$ cat config.mk
export PLATFORM = sky130hd
export DESIGN_NAME = mem_window_reader
export DESIGN_NICKNAME = d
export VERILOG_FILES = /design/src/rtl/mem_window_reader_pkg.sv /design/src/rtl/mem_window_addr_gen.sv /design/src/rtl/mem_window_reader.sv
export SDC_FILE = /design/constraint.sdc
export NUM_CORES = 1
export LEC_CHECK = 0
export CORE_UTILIZATION = 45
export CTS_BUF_LIST = sky130_fd_sc_hd__clkbuf_4
export CTS_CLUSTER_SIZE = 25
export DETAILED_ROUTE_END_ITERATION = 6
export GPL_TIMING_DRIVEN = 0
export HOLD_SLACK_MARGIN = 0.02
export PLACE_DENSITY = 0.67
export SLEW_MARGIN = 20
export SYNTH_ARGS = -nofsm -noshare
export SYNTH_HDL_FRONTEND = slang
export SYNTH_SLANG_ARGS = --single-unit
$ cat constraint.sdc
create_clock -name clk -period 8.2 [get_ports clk]
set_clock_uncertainty 0.2 [all_clocks]
set_input_delay 1.64 -clock clk [delete_from_list [all_inputs] [get_ports clk]]
set_output_delay 1.64 -clock clk [all_outputs]
set_load 0.02 [all_outputs]
$ cat src/rtl/mem_window_reader_pkg.sv
// Shared definitions for the 2-D window read sequencer: state encoding and
// default widths.
package mem_window_reader_pkg;
  localparam int ADDR_W_DEF = 32;
  localparam int DATA_W_DEF = 8;
  localparam int LEN_W_DEF  = 16;

  typedef logic [1:0] state_t;
  localparam state_t ST_IDLE   = 2'd0;
  localparam state_t ST_RUN    = 2'd1;
  localparam state_t ST_DRAIN  = 2'd2;
  localparam state_t ST_FINISH = 2'd3;
endpackage

$ cat src/rtl/mem_window_addr_gen.sv
// Column/row walker for the read window. It holds the latched window
// geometry and steps the current byte address on each advance strobe.
module mem_window_addr_gen
  import mem_window_reader_pkg::*;
#(
  parameter int ADDR_W = ADDR_W_DEF,
  parameter int LEN_W  = LEN_W_DEF
) (
  input  logic              clk,
  input  logic              rst,
  input  logic              load_i,
  input  logic [ADDR_W-1:0] base_addr_i,
  input  logic [LEN_W-1:0]  row_len_i,
  input  logic [LEN_W-1:0]  num_rows_i,
  input  logic [ADDR_W-1:0] row_stride_i,
  input  logic              adv_i,
  output logic [ADDR_W-1:0] cur_addr_o,
  output logic              last_o
);
  logic [LEN_W-1:0]  row_len_q, row_len_d, num_rows_q, num_rows_d;
  logic [LEN_W-1:0]  col_q, col_d, row_q, row_d;
  logic [ADDR_W-1:0] stride_q, stride_d, row_base_q, row_base_d;
  logic [ADDR_W-1:0] cur_addr_q, cur_addr_d;
  logic              row_end;

  assign row_end    = (col_q == row_len_q - LEN_W'(1));
  assign last_o     = row_end && (row_q == num_rows_q - LEN_W'(1));
  assign cur_addr_o = cur_addr_q;

  always_comb begin
    row_len_d  = row_len_q;
    num_rows_d = num_rows_q;
    stride_d   = stride_q;
    row_base_d = row_base_q;
    cur_addr_d = cur_addr_q;
    col_d      = col_q;
    row_d      = row_q;
    if (load_i) begin
      row_len_d  = row_len_i;
      num_rows_d = num_rows_i;
      stride_d   = row_stride_i;
      row_base_d = base_addr_i;
      cur_addr_d = base_addr_i;
      col_d      = '0;
      row_d      = '0;
    end else if (adv_i) begin
      if (row_end) begin
        // Next row starts one stride past the previous row start, not past cur_addr.
        col_d      = '0;
        row_d      = row_q + LEN_W'(1);
        row_base_d = row_base_q + stride_q;
        cur_addr_d = row_base_q + stride_q;
      end else begin
        col_d      = col_q + LEN_W'(1);
        cur_addr_d = cur_addr_q + ADDR_W'(1);
      end
    end
  end

  always_ff @(posedge clk or posedge rst) begin
    if (rst) begin
      row_len_q  <= '0;
      num_rows_q <= '0;
      stride_q   <= '0;
      row_base_q <= '0;
      cur_addr_q <= '0;
      col_q      <= '0;
      row_q      <= '0;
    end else begin
      row_len_q  <= row_len_d;
      num_rows_q <= num_rows_d;
      stride_q   <= stride_d;
      row_base_q <= row_base_d;
      cur_addr_q <= cur_addr_d;
      col_q      <= col_d;
      row_q      <= row_d;
    end
  end
endmodule

$ cat src/rtl/mem_window_reader.sv
// Streams a num_rows x row_len byte window out of the scratch memory over a
// valid/ready link, one byte per cycle when the consumer keeps up.
module mem_window_reader
  import mem_window_reader_pkg::*;
#(
  parameter int ADDR_W = ADDR_W_DEF,
  parameter int DATA_W = DATA_W_DEF,
  parameter int LEN_W  = LEN_W_DEF
) (
  input  logic              clk,
  input  logic              rst,
  input  logic              start,
  input  logic [ADDR_W-1:0] base_addr,
  input  logic [LEN_W-1:0]  row_len,
  input  logic [LEN_W-1:0]  num_rows,
  input  logic [ADDR_W-1:0] row_stride,
  output logic              mem_rEn,
  output logic [ADDR_W-1:0] mem_addr,
  input  logic [DATA_W-1:0] mem_data,
  output logic [DATA_W-1:0] out_data,
  output logic              out_valid,
  input  logic              out_ready,
  output logic              out_last,
  output logic              busy,
  output logic              done
);
  state_t            state_q, state_d;
  logic [DATA_W-1:0] out_data_q;
  logic              out_valid_q, out_last_q;
  logic [ADDR_W-1:0] addr_hold_q, cur_addr;
  logic              load, issue, elem_last;

  assign load = (state_q == ST_IDLE) && start;

  mem_window_addr_gen #(.ADDR_W(ADDR_W), .LEN_W(LEN_W)) u_agen (
    .clk          (clk),
    .rst          (rst),
    .load_i       (load),
    .base_addr_i  (base_addr),
    .row_len_i    (row_len),
    .num_rows_i   (num_rows),
    .row_stride_i (row_stride),
    .adv_i        (issue),
    .cur_addr_o   (cur_addr),
    .last_o       (elem_last)
  );

  always_ff @(posedge clk or posedge rst) begin
    if (rst) state_q <= ST_IDLE;
    else     state_q <= state_d;
  end

  always_comb begin
    state_d = state_q;
    case (state_q)
      ST_IDLE:   if (start) state_d = (row_len == '0 || num_rows == '0) ? ST_FINISH : ST_RUN;
      ST_RUN:    if (issue && elem_last) state_d = ST_DRAIN;
      ST_DRAIN:  if (out_valid_q && out_ready && out_last_q) state_d = ST_FINISH;
      ST_FINISH: state_d = ST_IDLE;
      default:   state_d = ST_IDLE;
    endcase
  end

  // A read only issues when the output register is free or emptying this cycle.
  always_comb begin
    busy     = (state_q != ST_IDLE);
    done     = (state_q == ST_FINISH);
    issue    = (state_q == ST_RUN) && (!out_valid_q || out_ready);
    mem_rEn  = issue;
    mem_addr = issue ? cur_addr : addr_hold_q;
  end

  always_ff @(posedge clk or posedge rst) begin
    if (rst) begin
      out_data_q  <= '0;
      out_valid_q <= 1'b0;
      out_last_q  <= 1'b0;
      addr_hold_q <= '0;
    end else if (issue) begin
      out_data_q  <= mem_data;
      out_valid_q <= 1'b1;
      out_last_q  <= elem_last;
      addr_hold_q <= cur_addr;
    end else if (out_valid_q && out_ready) begin
      out_valid_q <= 1'b0;
      out_last_q  <= 1'b0;
    end
  end

  assign out_data  = out_data_q;
  assign out_valid = out_valid_q;
  assign out_last  = out_last_q;
endmodule

# Yosys cells after proc, flatten, opt, wreduce, memory -nomap -nowiden
# Index checks and enable logic that the tools add are counted.
# classes
addsub	6
multipliers	0
div_mod_pow	0
magnitude_cmp	0
eq_ne	8
shift	0
n_mux	21
n_bitwise	0
reduce_logical	18
# op_table
operator	count
32-bit two-way mux	7
16-bit two-way mux	6
16-bit by 1-bit adder with 16-bit output, second input constant	2
32-bit by 1-bit adder with 32-bit output, second input constant	1
32-bit adder	1
16-bit == test	2
16-bit zero test	2
16-bit by 1-bit subtractor with 16-bit output, second input constant	2
2-bit two-way mux	4
2-bit case mux with 4 select lines	1
2-bit nonzero test	4
1-bit logical AND	6
2-bit inequality test, second input constant	3
2-bit == test, second input constant	2
1-bit two-way mux	3
3-bit AND reduction	1
2-bit by 1-bit == test with 1-bit output, second input constant	1
2-bit zero test	1
1-bit logical OR	2
2-bit AND reduction	1
1-bit zero test	1
# totals
regBits	204
latch_bits	0
ram_bits	0
rom_bits	0
input_bits	108
out_inout_bits	45
wordCells	65
n_memories	0

# Longest topological paths before layout
# Gate-level depths: netlist of run 1.
# depth
depth_word	6
ltp_mapped	13

# Hierarchy
# Synthesis of run 1 repeated with hierarchy kept, for this count alone.
# hier_totals
hier_cells	1256
hier_area_um2	12024.0
# modules_own_cells
mod	instances	cells_each	area_per_inst_um2
mem_window_addr_gen	1	1132	10206.0
mem_window_reader	1	124	1818.0

# Worst setup path after synthesis of run 1
# OpenSTA, ideal clock, no wires.
# synth_timing
kind	input to output
from	in out_ready
to	out mem_addr[0]
arrival_ps	3279
path_slack_ps	3081
stages	8
n_path_buf	3
path_cell_list	nand2b_1 -> nand2_1 -> inv_1 -> clkbuf_1 -> clkbuf_1 -> buf_1 -> nand2_1 -> nand2_1
# synth_between
elab_chain_cells	3
# synth_lines
item	line	source
start: declaration	mem_window_reader.sv:22	input logic out_ready,
1-bit logical OR	mem_window_reader.sv:68	issue = (state_q == ST_RUN) && (!out_valid_q || out_ready);
1-bit logical AND	mem_window_reader.sv:68	
net mem_rEn	mem_window_reader.sv:17	output logic mem_rEn,
32-bit two-way mux	n/a	
end: declaration	mem_window_reader.sv:18	output logic [ADDR_W-1:0] mem_addr,
# The timed path passes the listed nets, and every way through them passes these cells.

# Worst setup path after layout of run 1
# layout_timing
from	in out_ready
to	out mem_addr[24]
# layout_between
elab_chain_cells	3
# layout_lines
item	line
1-bit logical OR	mem_window_reader.sv:68
1-bit logical AND	mem_window_reader.sv:68
32-bit two-way mux	n/a
# No other way between the ends.

==> results of run 1 <==
[routing by layer]
layer / routed length [µm] / part of all wire (%) / vias up
met5: 0 / 0 / -
met4: 1140 / 2.8 / 0
met3: 3170 / 7.9 / 72
met2: 17200 / 43 / 431
met1: 18500 / 46 / 5589
li1: - / - / 5635
[power by group]
part,switching [mW],internal [mW]
Clock,0.447,0.444
Sequential,0.373,1.40
Combinational,2.04,1.30
Total,2.86,3.14
[cell families after synthesis]
logic type,count (synthesis),synth area share (%)
fa+ha+maj,42,4.35
simple gates,689,25.3
xor+xnor,85,6.07
mux,24,2.02
buf+inv,100,3.35
compound gates,321,17.3
flops,204,41.6
[layout by cell type (no fill, tap or decap), types with 11 or more instances in the layout]
cell type,Yosys,final
nand2_1,388,388
dfrtp_1,204,204
clkdlybuf4s50_1,0,152
nor2_1,103,103
clkbuf_4,0,79
o21ai_0,74,74
a21oi_1,73,73
xnor2_1,56,56
clkbuf_1,52,52
nand3_1,43,43
ha_1,41,41
xor2_1,29,29
inv_1,27,26
nor3_1,25,25
nand4_1,23,23
and3_1,22,22
a21o_1,22,22
mux2i_1,18,18
nor4_1,19,17
a31oi_1,17,17
a211oi_1,17,17
o22ai_1,15,15
clkinv_1,0,15
or3_1,12,12
buf_1,11,11
o211ai_1,11,11
[final timing paths]
check / to
max: mem_addr[24]
min: out_data[6]$_DFFE_PP0P_
max reg2reg: state_q[1]$_DFFE_PP0P_
min reg2reg: out_data[6]$_DFFE_PP0P_
max in group asynchronous: u_agen.row_base_q[21]$_DFFE_PP0P_
min in group asynchronous: addr_hold_q[26]$_DFF_PP0_
[worst register-to-register path, delay by kind of cell (launching register included)]
kind	cells	cell delay [ps]
AND/OR/NAND/NOR	3	1690
buffers and inverters	1	100
flip-flops	1	450
multiplexers	1	220
AO/OA/AOI/OAI	5	1630
adder cells (fa/ha/maj)	1	250
[registers in the layout (all words and copies together), names as in the netlist]
signal             cells
out_last               1
u_agen.row_base_q     32
u_agen.row_len_q      16
addr_hold_q           32
state_q                2
out_valid              1
u_agen.cur_addr_o     32
u_agen.stride_q       32
u_agen.col_q          16
out_data               8
u_agen.row_q          16
u_agen.num_rows_q     16
[area by class of cell]
class,instances,share of cell area [%]
antenna,1,0.0167
buffer,73,2.06
clock buffer,79,3.96
clock inverter,21,0.560
inverter,27,0.727
multi-input combinational,1161,45.2
sequential,204,34.1
tap,341,2.85
timing repair buffer,154,10.5
[metrics by stage]
stage	setup WS [ps]	cells	total power [mW]	util [%]	TNS, ps
CTS	1350	2060	5.98	55.6	0
finish	1340	2061	6.00	55.7	0
global placement	-2110	1958	5.00	52.9	-426010
detailed placement	1360	1960	5.05	53.1	0
global route	1120	2061	6.45	55.7	0
floorplan	793	1465	3.92	-	0
==> impl_metrics.csv, run 1 <==
group,metric,value,unit
run_status,outcome,"finished, violations left",
run_status,violations,"design-rule violations",
routing,drt_iter0_markers,940,
floorplanning,die-area,0.0279,mm²
power,leakage,6.73,nW
power,powerDensity,401,mW/mm²
clock_network,clk-insertion-delay-late,690,ps
routing,drc,1,
floorplanning,die_w,167,µm
clock_network,numCtsBuffers,56,
sta,fin_crit_sh,83.7,%
logic_synthesis,synth_cell_type_count,76,
cells_and_area,syn2layout_area_growth,22.0,%
sta,worst_hold_slack,273,ps
routing,drt-total-wl,40.0,mm
critical_path,reg2reg_from,"u_agen.row_len_q[0]$_DFFE_PP0P_",
routing,ant_nets,0,
clock_network,cts-root-buf,"clkbuf_4",
sta,relSlewSlack,34.1,%
floorplanning,io_pins,153,
grt,gr-total-overflow,0,
critical_path,cp_slowest_cell,"clkdlybuf4s50_1",
grt,gr-usage-met2,43.3,%
clock_network,clk_pin_slew,70,ps
sta,rsz0062_at_grt,"no",
critical_path,cp_data_arrival_time,5020,ps
critical_path,path_depth,10,
sta,setup_viol,0,
sta,hold_violations,0,
placed_design,placedInstanceArea,0.0143,mm²
clock_network,clock-sinks,204,
logic_synthesis,synth.most_common_cell,"nand2_1",
clock_network,cts_setup_buffers,0,
clock_network,htreeDepth,2,
cells_and_area,drive_above_1_share,7.27,%
logic_synthesis,ys_seq_area_share,41.6,%
placed_design,hpwl,29.7,mm
grt,antenna_found_initial,1,
critical_path,r2r_slack,3570,ps
critical_path,critPathMaxStageDelay,610,ps
cells_and_area,n_fill_cell,2598,
logic_synthesis,synthCells,1465,
critical_path,crit_start,"out_ready",
critical_path,cp_cell_sequence,"clkdlybuf4s50_1, nand2b_1, nand2_1, inv_1, clkbuf_1, clkbuf_1, buf_1, nand2_1, nand2_1, clkdlybuf4s50_1",
hold_path,min_path_type,"register to register",
placed_design,gp_congestion,0.973,
cells_and_area,final_area,0.0150,mm²
logic_synthesis,synth_largest_area_cell,"dfrtp_1",
grt,grt_use_met1,41.5,%
critical_path,required,6360,ps
routing,vias,11700,
critical_path,end_kind,"output port",
grt,grt_max_degree,91,
sta,min_period,6860,ps
placed_design,portBuffers,152,
floorplanning,rows,60,
critical_path,critPathTopFamily,"buffers and inverters",
logic_synthesis,syn_area,0.0123,mm²
grt,grt_pass1_vias,11400,
floorplanning,core_area,0.0269,mm²
routing,first_pass_iters,7,
critical_path,startpoint_type,"input port",
clock_network,post_cts_resized,0,
logic_synthesis,async_flop_share,100,%
critical_path,crit_type,"input port to output port",
cells_and_area,multi_input_area,0.00676,mm²
grt,grt_busiest_layer,"met2",
logic_synthesis,synth_commonest_cells,"nand2_1, dfrtp_1, nor2_1, o21ai_0, a21oi_1",
hold_path,whs_path_depth,2,
flow_run,max-cap-violations,0,
clock_network,cts_hold_buf,0,
floorplanning,fp.dieH,167,µm
sta,final_max_slew_viol_count,0,
sta,max_freq,146,MHz
floorplanning,initial_core_util,45.6,%
hold_path,hold_start,"out_data[6]$_DFFE_PP0P_",
routing,viasPerCell,5.69,
clock_network,cts_tree,"built",
logic_synthesis,synth_ff_type,"dfrtp_1",
routing,wl_per_cell,19.4,µm
logic_synthesis,syn_avg_cell_area,8.37,µm²
cells_and_area,fin_nets,1827,
critical_path,crit_path_frequent_cell,"nand2_1",
critical_path,r2r_cells,11,
sta,tightestPinTransition,983,ps
logic_synthesis,yosysWarnings,0,
power,vdd_ir_drop_max,0.000183,V
grt,grt_pass1_wl,63.1,mm
grt,grt_util_all_layers,28.9,%
critical_path,cp_num_buf_inv,6,
logic_synthesis,synth_edf_count,0,
logic_synthesis,synthTopCellsByArea,"dfrtp_1, nand2_1, ha_1",
grt,use_met3,5.51,%
clock_network,clk_path_buf_depth,3,
critical_path,cp_max_fo,10,
logic_synthesis,synth_fp_nets,1615,
logic_synthesis,synth_top_area_share,41.6,%
logic_synthesis,yosys_register_bits,204,
cells_and_area,seq_area,0.00510,mm²
No activity file was read; power rests on OpenSTA's default activity.
==> run 2: changes to the inputs <==
==> constraint.sdc (replaced) <==
create_clock -name clk -period 7.1 [get_ports clk]
set_clock_uncertainty 0.2 [all_clocks]
set_input_delay 1.42 -clock clk [delete_from_list [all_inputs] [get_ports clk]]
set_output_delay 1.42 -clock clk [all_outputs]
set_load 0.02 [all_outputs]
==> run 2 against run 1 <==
Net effect:
- the flow still finishes with violations (design-rule violations)
- combinational power is 16% higher
- utilization rose by 0.18 points
- sequential cell count unchanged
- register-to-register slack worse by 1100 ps
- critical path depth unchanged
- setup slack worse by 680 ps
- first-iteration DRC count rose by 15%
- cell area rose by 0.32%
- sequential share of layout area decreased by 0.11 points
- critical path type unchanged
- critical endpoint is now mem_addr[27]
- largest cell class unchanged
- largest power group unchanged
- highest routed layer unchanged
==> impl_metrics.csv, run 2 (same netlist as run 1, synthesis figures left out) <==
group,metric,value,unit
floorplanning,rows,60,
floorplanning,core_area,0.0269,mm²
clock_network,cts_setup_buffers,0,
placed_design,dp_slack,693,ps
routing,drc,2,
floorplanning,die_w,167,µm
cells_and_area,syn2layout_area_growth,22.4,%
routing,drt-total-wl,39.7,mm
critical_path,r2r_slack,2500,ps
clock_network,cts_tree,"built",
clock_network,clk-insertion-delay-late,720,ps
routing,top_layer_used,"met4",
routing,wl_per_cell,19.3,µm
sta,fin_ws,659,ps
sta,final.setup.tns,0,ps
cells_and_area,utilization,55.9,%
critical_path,cp_data_arrival_time,4820,ps
cells_and_area,drive_above_1_share,7.29,%
power,vdd_ir_drop_max,0.000205,V
critical_path,critPathTopFamily,"buffers and inverters",
placed_design,portBuffers,152,
grt,grt_util_all_layers,28.6,%
cells_and_area,fin_nets,1830,
critical_path,required,5480,ps
routing,vias,11800,
run_status,violations,"design-rule violations",
run_status,outcome,"finished, violations left",
critical_path,crit_path_frequent_cell,"nand2_1",
clock_network,cts_hold_buf,0,
floorplanning,io_pins,153,
cells_and_area,final_cell_mix,"nand2_1, dfrtp_1, clkdlybuf4s50_1",
routing,first_pass_iters,7,
flow_run,max-cap-violations,0,
clock_network,numCtsBuffers,55,
power,leakage,6.74,nW
sta,final_max_slew_viol_count,0,
routing,drt_iter0_markers,1077,
power,powerDensity,463,mW/mm²
cells_and_area,multi_input_area,0.00676,mm²
sta,hold_violations,0,
sta,setup_viol,0,
floorplanning,initial_core_util,45.6,%
clock_network,post_cts_resized,0,
floorplanning,fp.dieH,167,µm
placed_design,hpwl,29.9,mm
critical_path,cp_slowest_cell,"clkdlybuf4s50_1",
sta,max_freq,155,MHz
cells_and_area,final_common_cell,"nand2_1",
sta,rsz0062_at_grt,"no",
cells_and_area,seq_area,0.00510,mm²
critical_path,cp_max_fo,10,
clock_network,clk_path_buf_depth,3,
sta,tightestPinTransition,1130,ps
hold_path,min_path_type,"register to register",
power,power,6.95,mW
grt,gr-total-overflow,0,
routing,wl_met3,3.12,mm
clock_network,clk_pin_slew,60,ps
grt,grt_pass1_wl,62.3,mm
cells_and_area,n_fill_cell,2569,
clock_network,htreeDepth,2,
sta,min_period,6440,ps
critical_path,startpoint_type,"input port",
critical_path,crit_type,"input port to output port",
critical_path,end_kind,"output port",
clock_network,cts-root-buf,"clkbuf_4",
routing,dr_wl_met2,17.0,mm
sta,relSlewSlack,23.9,%
placed_design,gp_congestion,0.945,
routing,wirelength_met1,18.5,mm
critical_path,cp_num_buf_inv,6,
grt,grt_pass1_vias,11300,
routing,viasPerCell,5.75,
critical_path,critPathMaxStageDelay,600,ps
sta,fin_crit_sh,90.7,%
grt,grt_max_degree,34,
clock_network,clock-sinks,204,
grt,antenna_found_initial,1,
floorplanning,die-area,0.0279,mm²
critical_path,cp_cell_sequence,"clkdlybuf4s50_1, nand2b_1, nand2_1, inv_1, clkbuf_1, clkbuf_1, buf_1, nand2_1, nand2_1, clkdlybuf4s50_1",
routing,ant_nets,0,
[run 2: cell types whose count changed in the layout (fill, tap and decap cells not counted), sizes merged]
cell / before / now
clkinv: 19 / 11
bufinv: 0 / 1
clkinvlp: 0 / 1
inv: 29 / 27
buf: 23 / 27
[run 2: worst register-to-register path, stage by stage, from the launching register on]
cell and delay, ps:
dfrtp_1 460, inv_1 110, ha_1 260, nor3b_1 810
a41oi_1 280, a221oi_1 360, a21oi_1 240, nand4b_2 410
nor3_4 390, nand2_1 350, o22ai_1 510, nor2_1 100
[run 2: worst paths after layout]
check | start | endpoint | depth (start not counted)
setup / recovery | out_ready | mem_addr[27] | 10
hold / removal | addr_hold_q[26]$_DFF_PP0_ | addr_hold_q[26]$_DFF_PP0_ | 2
setup reg to reg | u_agen.row_len_q[0]$_DFFE_PP0P_ | u_agen.cur_addr_o[13]$_DFFE_PP0P_ | 11
hold reg to reg | addr_hold_q[26]$_DFF_PP0_ | addr_hold_q[26]$_DFF_PP0_ | 2
max in group asynchronous | rst | u_agen.row_q[12]$_DFFE_PP0P_ | 5
min in group asynchronous | rst | addr_hold_q[18]$_DFF_PP0_ | 2
[run 2: area by class of cell]
cell class                 instances  area share, %
multi-input combinational       1161           45.0
buffer                            73           2.06
tap                              341           2.84
antenna                            1         0.0167
clock inverter                    13          0.508
sequential                       204           34.0
inverter                          27          0.700
timing repair buffer             158           10.9
clock buffer                      79           3.95
[run 2: metal layers]
| metal | vias to the layer above | global-route usage [%] |
|---|---|---|
| li1 | 5627 | - |
| met1 | 5664 | 41.2 |
| met2 | 468 | 43.1 |
| met3 | 77 | 5.68 |
| met4 | 0 | 8.98 |
| met5 | - | 0 |
[run 2: power breakdown]
group	switching (mW)	total, mW	internal [mW]	leakage (nW)
clock	0.501	1.04	0.540	0.401
combinational	2.36	3.86	1.50	3.79
sequential	0.429	2.05	1.62	2.56
[run 2: through the flow]
stage               hold WS (ps)  area, µm²  std cells
global placement             256      14200       1958
CTS                          277      15000       2056
finish                       269      15000       2057
detailed placement           261      14300       1964
floorplan                    250      12300       1465
global route                 294      15000       2057
==> run 3: changes to the inputs <==
--- a/config.mk
+++ b/config.mk
@@ -5,6 +5,7 @@
 export SDC_FILE = /design/constraint.sdc
 export NUM_CORES = 1
 export LEC_CHECK = 0
+export CAP_MARGIN = 15
 export CORE_UTILIZATION = 45
 export CTS_BUF_LIST = sky130_fd_sc_hd__clkbuf_4
 export CTS_CLUSTER_SIZE = 25
==> run 3 against run 2 <==
Net effect:
- the flow still finishes with violations (design-rule violations)
- clock power is essentially flat
- combinational power is essentially flat
- sequential cell count is the same
- die area is the same
- critical path depth is the same
- first-iteration DRC count is the same
- register-to-register slack is essentially flat
- largest cell class unchanged
- setup slack is the same
==> impl_metrics.csv, run 3 (same netlist as run 1, synthesis figures left out) <==
group,metric,value,unit
placed_design,dp_slack,693,ps
clock_network,clk_pin_slew,60,ps
grt,antenna_found_initial,1,
clock_network,cts-root-buf,"clkbuf_4",
power,vdd_ir_drop_max,0.000205,V
floorplanning,die-area,0.0279,mm²
floorplanning,die_w,167,µm
run_status,violations,"design-rule violations",
grt,grt_util_all_layers,28.6,%
critical_path,startpoint_type,"input port",
floorplanning,core_area,0.0269,mm²
routing,first_pass_iters,7,
routing,wl_per_cell,19.3,µm
cells_and_area,drive_above_1_share,7.29,%
sta,final.setup.tns,0,ps
floorplanning,fp.dieH,167,µm
clock_network,post_cts_resized,0,
cells_and_area,fin_nets,1830,
sta,hold_violations,0,
grt,grt_pass1_vias,11300,
grt,grt_max_degree,34,
sta,rsz0062_at_grt,"no",
placed_design,placedInstanceArea,0.0143,mm²
placed_design,hpwl,29.9,mm
hold_path,min_path_type,"register to register",
critical_path,cp_data_arrival_time,4820,ps
cells_and_area,n_fill_cell,2569,
grt,grt_pass1_wl,62.3,mm
placed_design,dp.cells,1964,
power,power,6.95,mW
critical_path,cp_max_fo,10,
cells_and_area,syn2layout_area_growth,22.4,%
sta,fin_ws,659,ps
power,powerDensity,463,mW/mm²
clock_network,cts_setup_buffers,0,
routing,viasPerCell,5.75,
routing,drc,2,
placed_design,gp_congestion,0.945,
placed_design,portBuffers,152,
cells_and_area,final_area,0.0150,mm²
clock_network,cts_hold_buf,0,
floorplanning,rows,60,
grt,gr-total-overflow,0,
clock_network,clk-insertion-delay-late,720,ps
sta,final_max_slew_viol_count,0,
cells_and_area,seq_area,0.00510,mm²
clock_network,cts_tree,"built",
critical_path,required,5480,ps
clock_network,htreeDepth,2,
critical_path,end_kind,"output port",
run_status,outcome,"finished, violations left",
cells_and_area,multi_input_area,0.00676,mm²
power,leakage,6.74,nW
clock_network,clk_path_buf_depth,3,
flow_run,max-cap-violations,0,
routing,ant_nets,0,
floorplanning,io_pins,153,
cells_and_area,final-instance-count-excl-fill,2057,
routing,drt-total-wl,39.7,mm
routing,vias,11800,
routing,drt_iter0_markers,1077,
sta,fin_crit_sh,90.7,%
floorplanning,initial_core_util,45.6,%
cells_and_area,final_cell_mix,"nand2_1, dfrtp_1, clkdlybuf4s50_1",
sta,max_freq,155,MHz
sta,tightestPinTransition,1130,ps
clock_network,numCtsBuffers,55,
sta,min_period,6440,ps
sta,relSlewSlack,23.9,%
sta,setup_viol,0,
cells_and_area,final_common_cell,"nand2_1",
clock_network,clock-sinks,204,
critical_path,crit_type,"input port to output port",
[run 3: routing by layer]
metal | vias to the layer above | GRT usage (%) | part of all wire, %
li1 | 5627 | - | -
met1 | 5664 | 41.2 | 47
met2 | 468 | 43.1 | 43
met3 | 77 | 5.68 | 7.9
met4 | 0 | 8.98 | 2.7
met5 | - | 0 | 0
[run 3: final cells by class]
class                      count  share of cell area (%)
inverter                      27                   0.700
sequential                   204                    34.0
antenna                        1                  0.0167
clock buffer                  79                    3.95
buffer                        73                    2.06
multi-input combinational   1161                    45.0
clock inverter                13                   0.508
tap                          341                    2.84
timing repair buffer         158                    10.9
[run 3: metrics by stage]
step	hold slack, ps	utilization [%]
after global routing	294	55.9
after global placement	256	52.9
after detailed placement	261	53.3
after floorplan	250	-
after CTS	277	55.8
final	269	55.9
[run 3: path summary, 6_finish.rpt]
kind                                                 start                                 to  slack (ps)  cells after the start
min in group asynchronous                              rst          addr_hold_q[18]$_DFF_PP0_         990                      2
max in group asynchronous                              rst       u_agen.row_q[12]$_DFFE_PP0P_        4620                      5
max                                              out_ready                       mem_addr[27]         660                     10
min                              addr_hold_q[26]$_DFF_PP0_          addr_hold_q[26]$_DFF_PP0_         270                      2
min reg2reg                      addr_hold_q[26]$_DFF_PP0_          addr_hold_q[26]$_DFF_PP0_         270                      2
max reg2reg                u_agen.row_len_q[0]$_DFFE_PP0P_  u_agen.cur_addr_o[13]$_DFFE_PP0P_        2500                     11
[run 3: worst max-delay path, stage by stage]
cell             delay (ps)
clkdlybuf4s50_1         490
nand2b_1                130
nand2_1                 370
inv_1                   180
clkbuf_1                400
clkbuf_1                520
buf_1                   460
nand2_1                 140
nand2_1                 110
clkdlybuf4s50_1         600
[run 3: power by group]
group | internal [mW] | switching (mW) | total [mW]
logic | 1.50 | 2.36 | 3.86
registers | 1.62 | 0.429 | 2.05
clock network | 0.540 | 0.501 | 1.04
total | 3.66 | 3.29 | 6.95
